<file path="src/rtl/pipe_stage_reg.sv">
// pipe_stage_reg: inter-stage pipeline register with enable, flush (bubble
// insert), programmable multi-cycle hold and a saturating stall counter.
// One instance sits at each stage boundary; payload and valid always move
// together so a stage never sees half an update.
module pipe_stage_reg #(
  parameter int DW       = 72,
  parameter int CNT_W    = 6,
  parameter int HOLD_DEF = 32,
  parameter int PERF_W   = 16
) (
  input  logic              clk,
  input  logic              rst,
  input  logic              en_reg,
  input  logic              flush,
  input  logic              valid_in,
  input  logic [DW-1:0]     data_in,
  input  logic              hold_req,
  input  logic [CNT_W-1:0]  hold_len,
  output logic              valid_out,
  output logic [DW-1:0]     data_out,
  output logic              busy,
  output logic [PERF_W-1:0] stall_cnt
);

  typedef enum logic {
    IDLE = 1'b0,
    HOLD = 1'b1
  } state_t;

  localparam logic [CNT_W-1:0]  HOLD_DEF_C = CNT_W'(HOLD_DEF);
  localparam logic [CNT_W-1:0]  ONE_C      = CNT_W'(1);
  localparam logic [PERF_W-1:0] STALL_MAX  = '1;

  state_t           state;
  state_t           state_nxt;
  logic [CNT_W-1:0] cnt;
  logic [CNT_W-1:0] cnt_nxt;
  logic [CNT_W-1:0] hold_l;
  logic             capture;
  logic             clear;
  logic             stall_inc;

  // A zero hold length is shorthand for the default hold length.
  always_comb begin
    hold_l = (hold_len == '0) ? HOLD_DEF_C : hold_len;
  end

  // Next-state logic: flush beats everything, an active hold ignores new
  // requests, and a capture only happens when no hold suppresses this edge.
  always_comb begin
    state_nxt = state;
    cnt_nxt   = cnt;
    capture   = 1'b0;
    clear     = 1'b0;
    stall_inc = 1'b0;
    if (flush) begin
      state_nxt = IDLE;
      cnt_nxt   = '0;
      clear     = 1'b1;
    end else if (state == HOLD) begin
      cnt_nxt   = cnt - ONE_C;
      stall_inc = 1'b1;
      if (cnt == ONE_C) begin
        state_nxt = IDLE;
      end
    end else if (hold_req) begin
      // The edge that samples the request is the first suppressed edge,
      // so only L-1 further edges remain; a length of 1 never enters HOLD.
      cnt_nxt   = hold_l - ONE_C;
      stall_inc = 1'b1;
      if (hold_l > ONE_C) begin
        state_nxt = HOLD;
      end
    end else if (en_reg) begin
      capture = 1'b1;
    end
  end

  // Busy warns the upstream stage that the coming edge will not capture.
  assign busy = (state == HOLD) | ((state == IDLE) & hold_req & ~flush);

  // State and hold counter register.
  always_ff @(posedge clk) begin
    if (rst) begin
      state <= IDLE;
      cnt   <= '0;
    end else begin
      state <= state_nxt;
      cnt   <= cnt_nxt;
    end
  end

  // Payload and valid register; a flush loads a bubble.
  always_ff @(posedge clk) begin
    if (rst || clear) begin
      valid_out <= 1'b0;
      data_out  <= '0;
    end else if (capture) begin
      valid_out <= valid_in;
      data_out  <= data_in;
    end
  end

  // Saturating count of hold-suppressed edges; sticks at all-ones.
  always_ff @(posedge clk) begin
    if (rst) begin
      stall_cnt <= '0;
    end else if (stall_inc && (stall_cnt != STALL_MAX)) begin
      stall_cnt <= stall_cnt + PERF_W'(1);
    end
  end

endmodule

</file>
<file path="config.mk">
export PLATFORM = sky130hd
export DESIGN_NAME = pipe_stage_reg
export DESIGN_NICKNAME = d
export VERILOG_FILES = /design/src/rtl/pipe_stage_reg.sv
export SDC_FILE = /design/constraint.sdc
export NUM_CORES = 1
export LEC_CHECK = 0
export ABC_CLOCK_PERIOD_IN_PS = 1600
export BUFFER_PORTS_ARGS = -buffer_cell sky130_fd_sc_hd__buf_2
export CORE_MARGIN = 2
export CORE_UTILIZATION = 42
export DETAILED_ROUTE_END_ITERATION = 10
export GPL_TIMING_DRIVEN = 0
export PLACE_DENSITY = 0.75
export RECOVER_POWER = 25
export SLEW_MARGIN = 20
export SYNTH_ARGS = -nofsm -noshare
export SYNTH_HDL_FRONTEND = slang
export SYNTH_SLANG_ARGS = --single-unit
</file>
<file path="constraint.sdc">
create_clock -name clk -period 1.6 [get_ports clk]
set_input_delay 0.4 -clock clk [delete_from_list [all_inputs] [get_ports clk]]
set_output_delay 0.4 -clock clk [all_outputs]
set_load 0.03 [all_outputs]
</file>
==> Yosys cells after proc, flatten, opt, wreduce, memory -nomap -nowiden <==
Index checks and enable logic that the tools add are counted.
{ "word_totals": {"output_inout_bits": 90, "input_bits": 84, "regBits": 96} }
{ "op_classes": {"reduce_logical": 5, "n_eq_ne": 2, "muxes": 15, "n_addsub": 3, "n_lt_le_gt_ge": 1, "bitwise": 5} }
{ "ops": {"columns": ["cell", "n"], "rows": [
  ["6-bit 2-to-1 mux", 3],
  ["16-bit by 1-bit adder with 16-bit output, second input constant", 1],
  ["16-bit != test, second input constant", 1],
  ["1-bit 2-to-1 mux", 12],
  ["6-bit by 1-bit subtractor with 6-bit output, second input constant", 2],
  ["6-bit by 1-bit == test with 1-bit output, second input constant", 1],
  ["6-bit by 1-bit greater-than comparator with 1-bit output, second input constant", 1],
  ["6-bit logical NOT", 1],
  ["1-bit AND", 2],
  ["1-bit NOT", 2],
  ["2-bit nonzero test", 1],
  ["2-bit OR reduction", 1],
  ["1-bit logical AND", 1],
  ["1-bit logical OR", 1],
  ["1-bit OR", 1]
]} }

==> Longest topological paths before layout <==
Gate-level depths: netlist of the first run.
{ "depth": {"depth_word": 6, "mapped_depth": 7, "depth_no_buf": 6} }

==> Worst setup path after synthesis of the first run <==
No wires, ideal clock.
{ "synth_path": {"path_kind": "register to register", "startpoint": "reg stall_cnt[7]", "endpoint": "reg stall_cnt[15]", "path_slack_ps": -241, "stages_incl_launch_ff": 5, "path_buffers": 0, "setup_ps": 70, "arrival_ps": 1771, "synth_period_minus_slack_ps": 1841, "cell_sequence": "dfxtp_1 > nand4_2 > or4_1 > or4_1 > a21oi_1"} }
{ "synth_via": {"elab_chain_len": 2} }
{ "synth_lines": {"columns": ["element", "line", "source"], "rows": [
  ["start: declaration", "22", "output logic [PERF_W-1:0] stall_cnt"],
  ["start signal: assignment", "109", "stall_cnt <= stall_cnt + PERF_W'(1);"],
  ["branches (longest 2 deep; another with 16-bit by 1-bit adder with 16-bit output)", null, null]
]} }
Several ways; the timed one is not identified.
A chain may end at the register's enable or synchronous reset.

==> Worst setup path after layout of the first run <==
{ "layout_path": {"startpoint": "reg stall_cnt[12]", "endpoint": "reg stall_cnt[5]"} }
{ "layout_via": {"elab_chain_len": 2} }
{ "layout_lines": {"columns": ["element", "line", "source"], "rows": [
  ["16-bit != test", "108", "end else if (stall_inc && (stall_cnt != STALL_MAX)) begin"],
  ["1-bit logical AND", "108", null]
]} }
Every way passes these cells.

==> flow_summary.ini, run 1 <==
[sta]
fin_crit_ps = 1670
min_period_over_period = 1.04
worst_pin_slew_ps = 549
finalWorstSetupSlack_ps = -65.3
slew_headroom = 0.634
max_freq_mhz = 600
skew_ps = 14.1
rsz0062_at_grt = true
setup_tns_ps = -267
final-hold-violation-count = 0
drv_slew = 0
finalSetupViolCount = 12

[critical_path]
path_delay_family = simple AND/OR/NAND/NOR gates
critPathRequiredTime_ps = 1890
path_buf_inv = 2
worst_r2r_path_depth = 6
crit_path_max_fanout = 10
cp.arrival_ps = 1960
path_cells = nand4_1 -> nor4_4 -> buf_6 -> buf_6 -> o31ai_1 -> a21oi_2
setup.worst_path.class = flip-flop to flip-flop
start_kind = flip-flop
path_depth = 6
cp_slowest_cell = nor4_4
rrSetupSlack_ps = -70
worstSetupStartpoint = stall_cnt[12]
end_kind = flip-flop
critPathMaxStageDelay_ps = 410
rr_endpoint = stall_cnt[5]
crit_end = stall_cnt[5]
cp_common_cell = buf_6
rr_startpoint = stall_cnt[12]

[cts]
clkSlewWorstSetupHoldPaths_ps = 110
cts_tree = built
cts-root-buf = clkbuf_8
insertion_delay_ps = 360
htreeDepth = 3
cts_hold_buf = 0
numCtsBuffers = 9
clk_path_buf_depth = 2
clock_sinks = 96

[outcome]
outcome = complete, but fails checks
violations = negative setup slack

[yosys]
syn-cell-area_um2 = 3890
synth-compound-area-share = 0.177
synth_cell_type_count = 44
synth_top_cell_by_area = dfxtp_1
syn-num-nets = 578
ys_warn_count = 0
synth_top_family_by_area = simple AND/OR/NAND/NOR gates
synth_cells = 489
synth.mux.area_fraction = 0.00546
synth_area_leaders = dfxtp_1, nand2_1, a21oi_1
yosysSeqAreaShare = 0.494
synth_xor_area_frac = 0.00675
ys_ff_latch = 96
ys.flop_type = dfxtp_1
async_flop_share = 0
synthAdderAreaFrac = 0.0161
synth_top_area_frac = 0.494
synth_area_per_cell_um2 = 7.96
synth_edf_count = 0
synthSimpleGateAreaFrac = 0.252

[die]
start_util = 0.427
fp-row-count = 35
dieArea_um2 = 10100
core_region_area_um2 = 9110
die_y_um = 100
io_pins = 174
chipWidth_um = 100

[power_and_ir_drop]
peakVddDrop_mv = 0.423
p_sw_uw = 1300
power_density_nw_per_um2 = 830
p_int_uw = 3220
switching_share = 0.287
clockPowerShare = 0.335
total_power_uw = 4520
p_leak_uw = 0.00223
combPwrFrac = 0.124
seq_power_share = 0.541

[detailed_routing]
vias_per_cell = 5.21
wl_mm = 11.8
drt_iter0_drc = 135
final_antenna_net_count = 0
drt_pass1_iterations = 4
routed.top_layer = met4
wl_met3_um = 671
route.vias.total = 4238
post-route-drc-count = 0
wl_met2_mm = 5.91
wirelength_met1_mm = 4.94
wl_per_cell_um = 14.5

[final_layout]
ff_latch_area_um2 = 1980
drive_above_1_share = 0.338
final_nets = 786
fin_area_um2 = 5450
diodes = 0
synthToLayoutAreaGrowth_pct = 40.1
multi_input_area_um2 = 1910
utilization = 0.598
fill_cells = 821

[global_routing]
grt_pass1_vias = 3883
grt-ovfl-total = 0
grt_pass1_wl_mm = 17.7
grt_max_degree = 19
grt.total_usage = 0.216
antenna_found_initial = 0

[min_path]
hold_class = input port to flip-flop

[placed_design]
dpl.hpwl_mm = 8.29
place_congestion = 0.816
place_area_um2 = 4940
port_buffers = 171

[job]
drv_cap = 0
-- cells in the mapped netlist, drive strengths merged, types with 2 or more instances --
library cell  count
a21oi            94
a311oi            2
a31oi             2
and2              4
buf              12
clkbuf           21
dfxtp            96
ha                5
inv              10
nand2           155
nand3             7
nand3b            2
nand4             7
nor2              4
nor2b             3
nor3              2
nor3b             2
nor4              4
o21a              2
o21ai            10
o31ai            10
or3               6
or4              13
xor2              3
-- what timing repair did --
action | CTS | global route
buffers inserted | 18 | 10
endpoints found under the hold margin | 0 | 0
pin swaps | 7 | 10
endpoints found under the setup margin | 85 | 84
gates resized for setup | 27 | 26
cloned | 0 | 0
-- power by group through the flow --
stage               Clock (uW)  Sequential [uW]  Combinational [uW]
floorplan                    0             2590                 237
global placement             0             2510                 526
detailed placement           0             2510                 537
CTS                       1560             2450                 556
global route              1670             2460                 614
finish                    1510             2450                 560
-- worst register-to-register path: cells and delay by family, from the launching register on --
kind / cells / cell delay, ps
flops: 1 / 380
compound gates: 2 / 260
simple gates: 2 / 620
buf+inv: 2 / 340
-- cells in the final DEF, fill, tap and decap left out, types with 2 or more instances in the layout --
cell	instances
a21oi_1	88
a21oi_2	6
a311oi_1	2
a31oi_1	2
and2_4	2
buf_2	137
buf_4	25
buf_6	8
clkbuf_1	58
clkbuf_8	9
dfxtp_1	80
dfxtp_2	2
dfxtp_4	14
ha_1	4
inv_1	10
inv_6	2
inv_8	2
nand2_1	154
nand3_1	6
nand3b_1	2
nand4_1	5
nand4_4	2
nor2_1	3
nor2b_1	3
nor3_1	2
nor3b_1	2
nor4_2	2
o21a_1	2
o21ai_0	10
o31ai_1	9
or3_1	4
or3_2	2
or4_1	6
or4_4	7
xor2_1	3
-- layer usage --
metal	vias up	global-route usage
li1	2086	-
met1	1942	0.262
met2	179	0.377
met3	31	0.0355
met4	0	0.0927
met5	-	0
-- logic make-up after synthesis --
logic type / count (synthesis)
XOR/XNOR: 3
buffers and inverters: 43
adder cells (fa/ha/maj): 5
flip-flops: 96
AO/OA/AOI/OAI: 126
multiplexers: 2
AND/OR/NAND/NOR: 214
-- registers in the layout, summed over array words and instances (netlist names) --
name       flops
cnt            6
state          1
data_out      72
valid_out      1
stall_cnt     16
-- area by class of cell --
cell class,instances,area share
Buffer,31,0.0310
Clock buffer,9,0.0227
Clock inverter,7,0.0112
Inverter,10,0.00689
Multi-Input combinational cell,350,0.351
Sequential cell,96,0.363
Tap cell,111,0.0255
Timing Repair Buffer,199,0.189
-- per-stage QoR --
step,instances,setup slack (ps),hold slack (ps)
2_1_floorplan,489,-55.2,473
3_3_place_gp,771,-456,438
3_5_place_dp,771,-447,444
4_1_cts,803,4.00,193
5_1_grt,813,-97.6,214
6_report,813,-65.3,227
-- how the worst min path moves through the flow --
stage | startpoint | end | slack (ps) | cells after the start
after floorplan | cnt[5] | cnt[5] | 470 | 2
after global placement | data_out[52] | data_out[52] | 440 | 2
after detailed placement | data_out[35] | data_out[35] | 440 | 2
after CTS | rst | stall_cnt[2] | 190 | 2
after global routing | rst | stall_cnt[2] | 210 | 2
final | rst | stall_cnt[3] | 230 | 2
(Power assumes the default switching activity.)
==> run 2: changes to the inputs <==
--- a/config.mk
+++ b/config.mk
@@ -13,6 +13,7 @@
 export GPL_TIMING_DRIVEN = 0
 export PLACE_DENSITY = 0.75
 export RECOVER_POWER = 25
+export SKIP_LAST_GASP = 1
 export SLEW_MARGIN = 20
 export SYNTH_ARGS = -nofsm -noshare
 export SYNTH_HDL_FRONTEND = slang
==> run 2 against run 1 <==
Against the previous run:
- the flow still finishes with violations (negative setup slack)
- flip-flop and latch count stayed put
- sequential share of layout area grew 0.062 points
- fmax is 1.5% higher
- power about the same
- critical path depth up 1
- non-clock buffer count fell by 3
- combinational power hardly changed
- count of clock-buffer cells in the layout did not move
- clock power is essentially flat
- global-route usage about the same
- worst hold slack better by 3.0 ps
- clock skew barely moved
- largest cell class unchanged
==> flow_summary.ini, run 2 (synthesis gave the netlist of run 1 again) <==
[critical_path]
rr_startpoint = stall_cnt[1]
end_kind = flip-flop
cp.arrival_ps = 1930
worst_r2r_path_depth = 7
critPathRequiredTime_ps = 1890
rr_endpoint = stall_cnt[5]
crit_path_max_fanout = 6
worstSetupStartpoint = stall_cnt[1]
setup.worst_path.class = flip-flop to flip-flop
start_kind = flip-flop
rrSetupSlack_ps = -40

[sta]
slew_headroom = 0.617
finalSetupViolCount = 3
skew_ps = 14.5
max_freq_mhz = 610
fin_crit_ps = 1640
finalWorstSetupSlack_ps = -40.6
final-hold-violation-count = 0
worst_pin_slew_ps = 574
min_period_over_period = 1.03
setup_tns_ps = -102
drv_slew = 0
rsz0062_at_grt = true

[final_layout]
reg_top3 = data_out: 72 flops, stall_cnt: 16 flops, cnt: 6 flops
layout_common_cells = nand2_1, buf_2, a21oi_1
fill_cells = 829
largest_reg_flops = 72
utilization = 0.597
synthToLayoutAreaGrowth_pct = 39.6
diodes = 0
multi_input_area_um2 = 1910
regMostFlops = data_out
ff_latch_area_um2 = 1970
final_nets = 783
final_common_cell = nand2_1
layout.cells.non_filler = 810
drive_above_1_share = 0.336

[cts]
clock_sinks = 96
clk_path_buf_depth = 2
clkSlewWorstSetupHoldPaths_ps = 110
numCtsBuffers = 9
cts-root-buf = clkbuf_8
htreeDepth = 3
insertion_delay_ps = 360
cts_tree = built

[power_and_ir_drop]
peakVddDrop_mv = 0.604
switching_share = 0.288
p_leak_uw = 0.00222
power_density_nw_per_um2 = 833
combPwrFrac = 0.124
seq_power_share = 0.541
p_int_uw = 3230
clockPowerShare = 0.335
p_sw_uw = 1300

[detailed_routing]
wl_mm = 11.9
final_antenna_net_count = 0
post-route-drc-count = 0
drt_iter0_drc = 150
wl_per_cell_um = 14.7
route.vias.total = 4245
drt_pass1_iterations = 5
vias_per_cell = 5.24

[job]
drv_cap = 0

[global_routing]
grt.total_usage = 0.216
grt-ovfl-total = 0
grt_pass1_vias = 3870
antenna_found_initial = 0
grt_max_degree = 19
grt_pass1_wl_mm = 17.8

[min_path]
hold_class = input port to flip-flop
min_from = rst
hold_depth = 2
holdPathEnd = stall_cnt[0]

[die]
io_pins = 174
core_region_area_um2 = 9110
start_util = 0.427
fp-row-count = 35
dieArea_um2 = 10100
chipWidth_um = 100
die_y_um = 100

[outcome]
violations = negative setup slack
outcome = complete, but fails checks

[placed_design]
place_congestion = 0.816
dpl.hpwl_mm = 8.29
port_buffers = 171
place_ws_ps = -447
place_inst = 771
[run 2: repair_timing]
action                                 CTS  global route
cloned                                   0             0
pin swaps                                7            11
setup buffers                           18             7
setup endpoints to repair               85            86
hold buffers                             0             0
resized for setup                       26            25
endpoints found under the hold margin    0             0
[run 2: through the flow]
step / area, um2 / hold WS, ps / total power, uW
2_1_floorplan: 3940 / 473 / 2830
3_3_place_gp: 4940 / 438 / 3030
3_5_place_dp: 4940 / 444 / 3050
4_1_cts: 5340 / 193 / 4560
5_1_grt: 5440 / 216 / 4740
6_report: 5440 / 230 / 4530
[run 2: worst max path at each step]
stage	end	slack, ps	cells past startpoint
2_1_floorplan	stall_cnt[15]	-60	4
3_3_place_gp	data_out[28]	-460	7
3_5_place_dp	data_out[28]	-450	7
4_1_cts	stall_cnt[6]	-7	4
5_1_grt	stall_cnt[11]	-120	6
6_report	stall_cnt[5]	-40	7
[run 2: worst max-delay path, stage by stage (launching register included)]
cell	delay, ps
dfxtp_4	370
ha_4	160
nand4_1	130
nor4_4	60
buf_6	140
buf_6	120
or4_4	410
a21oi_2	170
[run 2: layout make-up]
type	instances	share of cell area
clock buffer	9	0.0228
buffer	31	0.0311
inverter	10	0.00691
multi-input combinational	350	0.352
clock inverter	7	0.0113
timing repair buffer	196	0.187
tap	111	0.0256
sequential	96	0.363
[run 2: power groups by stage]
| stage | logic (uW) | clock network [uW] | registers (uW) |
|---|---|---|---|
| 2_1_floorplan | 237 | 0 | 2590 |
| 3_3_place_gp | 526 | 0 | 2510 |
| 3_5_place_dp | 537 | 0 | 2510 |
| 4_1_cts | 556 | 1560 | 2450 |
| 5_1_grt | 613 | 1670 | 2460 |
| 6_report | 560 | 1520 | 2450 |
[run 2: per-layer routing]
layer	vias to the layer above	track usage	share of wire
li1	2078	-	-
met1	1969	0.263	0.42
met2	173	0.378	0.51
met3	25	0.0355	0.056
met4	0	0.0906	0.022
met5	-	0	0
==> run 3: changes to the inputs <==
--- a/config.mk
+++ b/config.mk
@@ -11,6 +11,7 @@
 export CORE_UTILIZATION = 42
 export DETAILED_ROUTE_END_ITERATION = 10
 export GPL_TIMING_DRIVEN = 0
+export MAX_ROUTING_LAYER = met4
 export PLACE_DENSITY = 0.75
 export RECOVER_POWER = 25
 export SKIP_LAST_GASP = 1
==> run 3 against run 2 <==
Against the previous run:
- the run still ends with negative setup slack left
- sequential share of layout area shrank 0.25 points
- non-clock buffer count shrank 1
- worst hold slack is essentially flat
- worst setup slack gained 1.2 ps
- critical path type unchanged
- highest routed layer unchanged
==> flow_summary.ini, run 3 (synthesis gave the netlist of run 1 again) <==
[final_layout]
reg_top3 = data_out: 72 flops, stall_cnt: 16 flops, cnt: 6 flops
layout_common_cells = buf_2, nand2_1, a21oi_1
layout.cells.non_filler = 809
largest_reg_flops = 72
diodes = 0
final_nets = 782
fill_cells = 814
drive_above_1_share = 0.390
final_common_cell = buf_2
synthToLayoutAreaGrowth_pct = 40.6
utilization = 0.601
regMostFlops = data_out

[sta]
worst_pin_slew_ps = 601
skew_ps = 16.7
finalWorstSetupSlack_ps = -39.4
slew_headroom = 0.599
max_freq_mhz = 610
rsz0062_at_grt = true
fin_crit_ps = 1640
min_period_over_period = 1.02
final-hold-violation-count = 0
finalSetupViolCount = 3
drv_slew = 0

[min_path]
hold_depth = 2
hold_class = input port to flip-flop
min_from = rst
holdPathEnd = stall_cnt[0]

[critical_path]
rr_startpoint = stall_cnt[1]
cp.arrival_ps = 1930
rrSetupSlack_ps = -40
critPathRequiredTime_ps = 1890
setup.worst_path.class = flip-flop to flip-flop
rr_endpoint = stall_cnt[5]
start_kind = flip-flop
end_kind = flip-flop
worst_r2r_path_depth = 7
crit_path_max_fanout = 6

[global_routing]
grt-ovfl-total = 0
grt_pass1_wl_mm = 17.7
grt.total_usage = 0.222
grt_pass1_vias = 3861
grt_max_degree = 19
antenna_found_initial = 0

[die]
die_y_um = 100
dieArea_um2 = 10100
fp-row-count = 35
chipWidth_um = 100
core_region_area_um2 = 9110
start_util = 0.427
io_pins = 174

[cts]
cts_hold_buf = 0
cts_tree = built
clkSlewWorstSetupHoldPaths_ps = 110
htreeDepth = 3
numCtsBuffers = 9
cts-root-buf = clkbuf_8
insertion_delay_ps = 360
clock_sinks = 96
clk_path_buf_depth = 2

[power_and_ir_drop]
peakVddDrop_mv = 0.603
p_leak_uw = 0.00239
power_density_nw_per_um2 = 827

[outcome]
outcome = complete, but fails checks
violations = negative setup slack

[detailed_routing]
final_antenna_net_count = 0
drt_pass1_iterations = 5
wl_mm = 11.7
drt_iter0_drc = 151
post-route-drc-count = 0
route.vias.total = 4234
wl_per_cell_um = 14.4
vias_per_cell = 5.23

[placed_design]
dpl.hpwl_mm = 8.29
place_inst = 771
port_buffers = 171
place_congestion = 0.828

[job]
drv_cap = 0
==> run 3: cell count changes in the layout (fill, tap and decap cells not counted), sizes merged <==
cell | previous run | this run
clkbuf | 68 | 29
buf | 168 | 206
==> run 3: how the worst max path moves through the flow <==
stage	to	slack, ps	cells after the start	start
finish	stall_cnt[5]	-40	7	stall_cnt[1]
CTS	stall_cnt[6]	-7	4	stall_cnt[12]
detailed placement	data_out[28]	-450	7	hold_req
global route	stall_cnt[11]	-120	6	state
floorplan	stall_cnt[15]	-60	4	stall_cnt[10]
global placement	data_out[28]	-460	7	hold_req
==> run 3: repair_timing <==
| action | in CTS | in global routing |
|---|---|---|
| endpoints found under the hold margin | 0 | 0 |
| gates resized for setup | 26 | 24 |
| endpoints found under the setup margin | 85 | 86 |
| setup buffers | 18 | 6 |
| pin swaps | 7 | 10 |
==> run 3: through the flow <==
step           total power (uW)  hold WS, ps  cell area (um2)  setup slack, ps  setup TNS (ps)
2_1_floorplan              2830          473             3940            -55.2           -55.2
3_3_place_gp               3030          438             4940             -456          -30750
3_5_place_dp               3050          444             4940             -447          -30860
4_1_cts                    4560          193             5340            -7.24           -7.24
5_1_grt                    4740          217             5470             -118            -719
6_report                   4530          230             5470            -39.4           -89.1
==> run 3: power by group <==
group	leakage, uW	internal (uW)	switching (uW)	total [uW]
Clock	0.0000940	599	918	1520
Sequential	0.000789	2420	31.1	2450
Combinational	0.00150	212	349	561
Total	0.00239	3230	1300	4530
==> run 3: worst max-delay path, cell delays in order, from the launching register on <==
cell	delay, ps
dfxtp_4	370
ha_4	160
nand4_1	130
nor4_4	60
buf_6	140
buf_6	120
or4_4	410
a21oi_2	170
==> run 3: layer usage <==
layer  share of wire  up-vias  track usage
li1                -     2078            -
met1            0.41     1954        0.263
met2            0.51      174        0.378
met3           0.056       28       0.0327
met4           0.021        0       0.0938
met5               0        -            -
==> run 3: cell type report <==
class | count | area, um2 | share of cell area
Timing Repair Buffer | 195 | 1060 | 0.194
Buffer | 31 | 169 | 0.0309
Clock inverter | 7 | 61.3 | 0.0112
Clock buffer | 9 | 124 | 0.0226
Sequential cell | 96 | 1970 | 0.361
Tap cell | 111 | 139 | 0.0254
Multi-Input combinational cell | 350 | 1910 | 0.349
Inverter | 10 | 37.5 | 0.00686
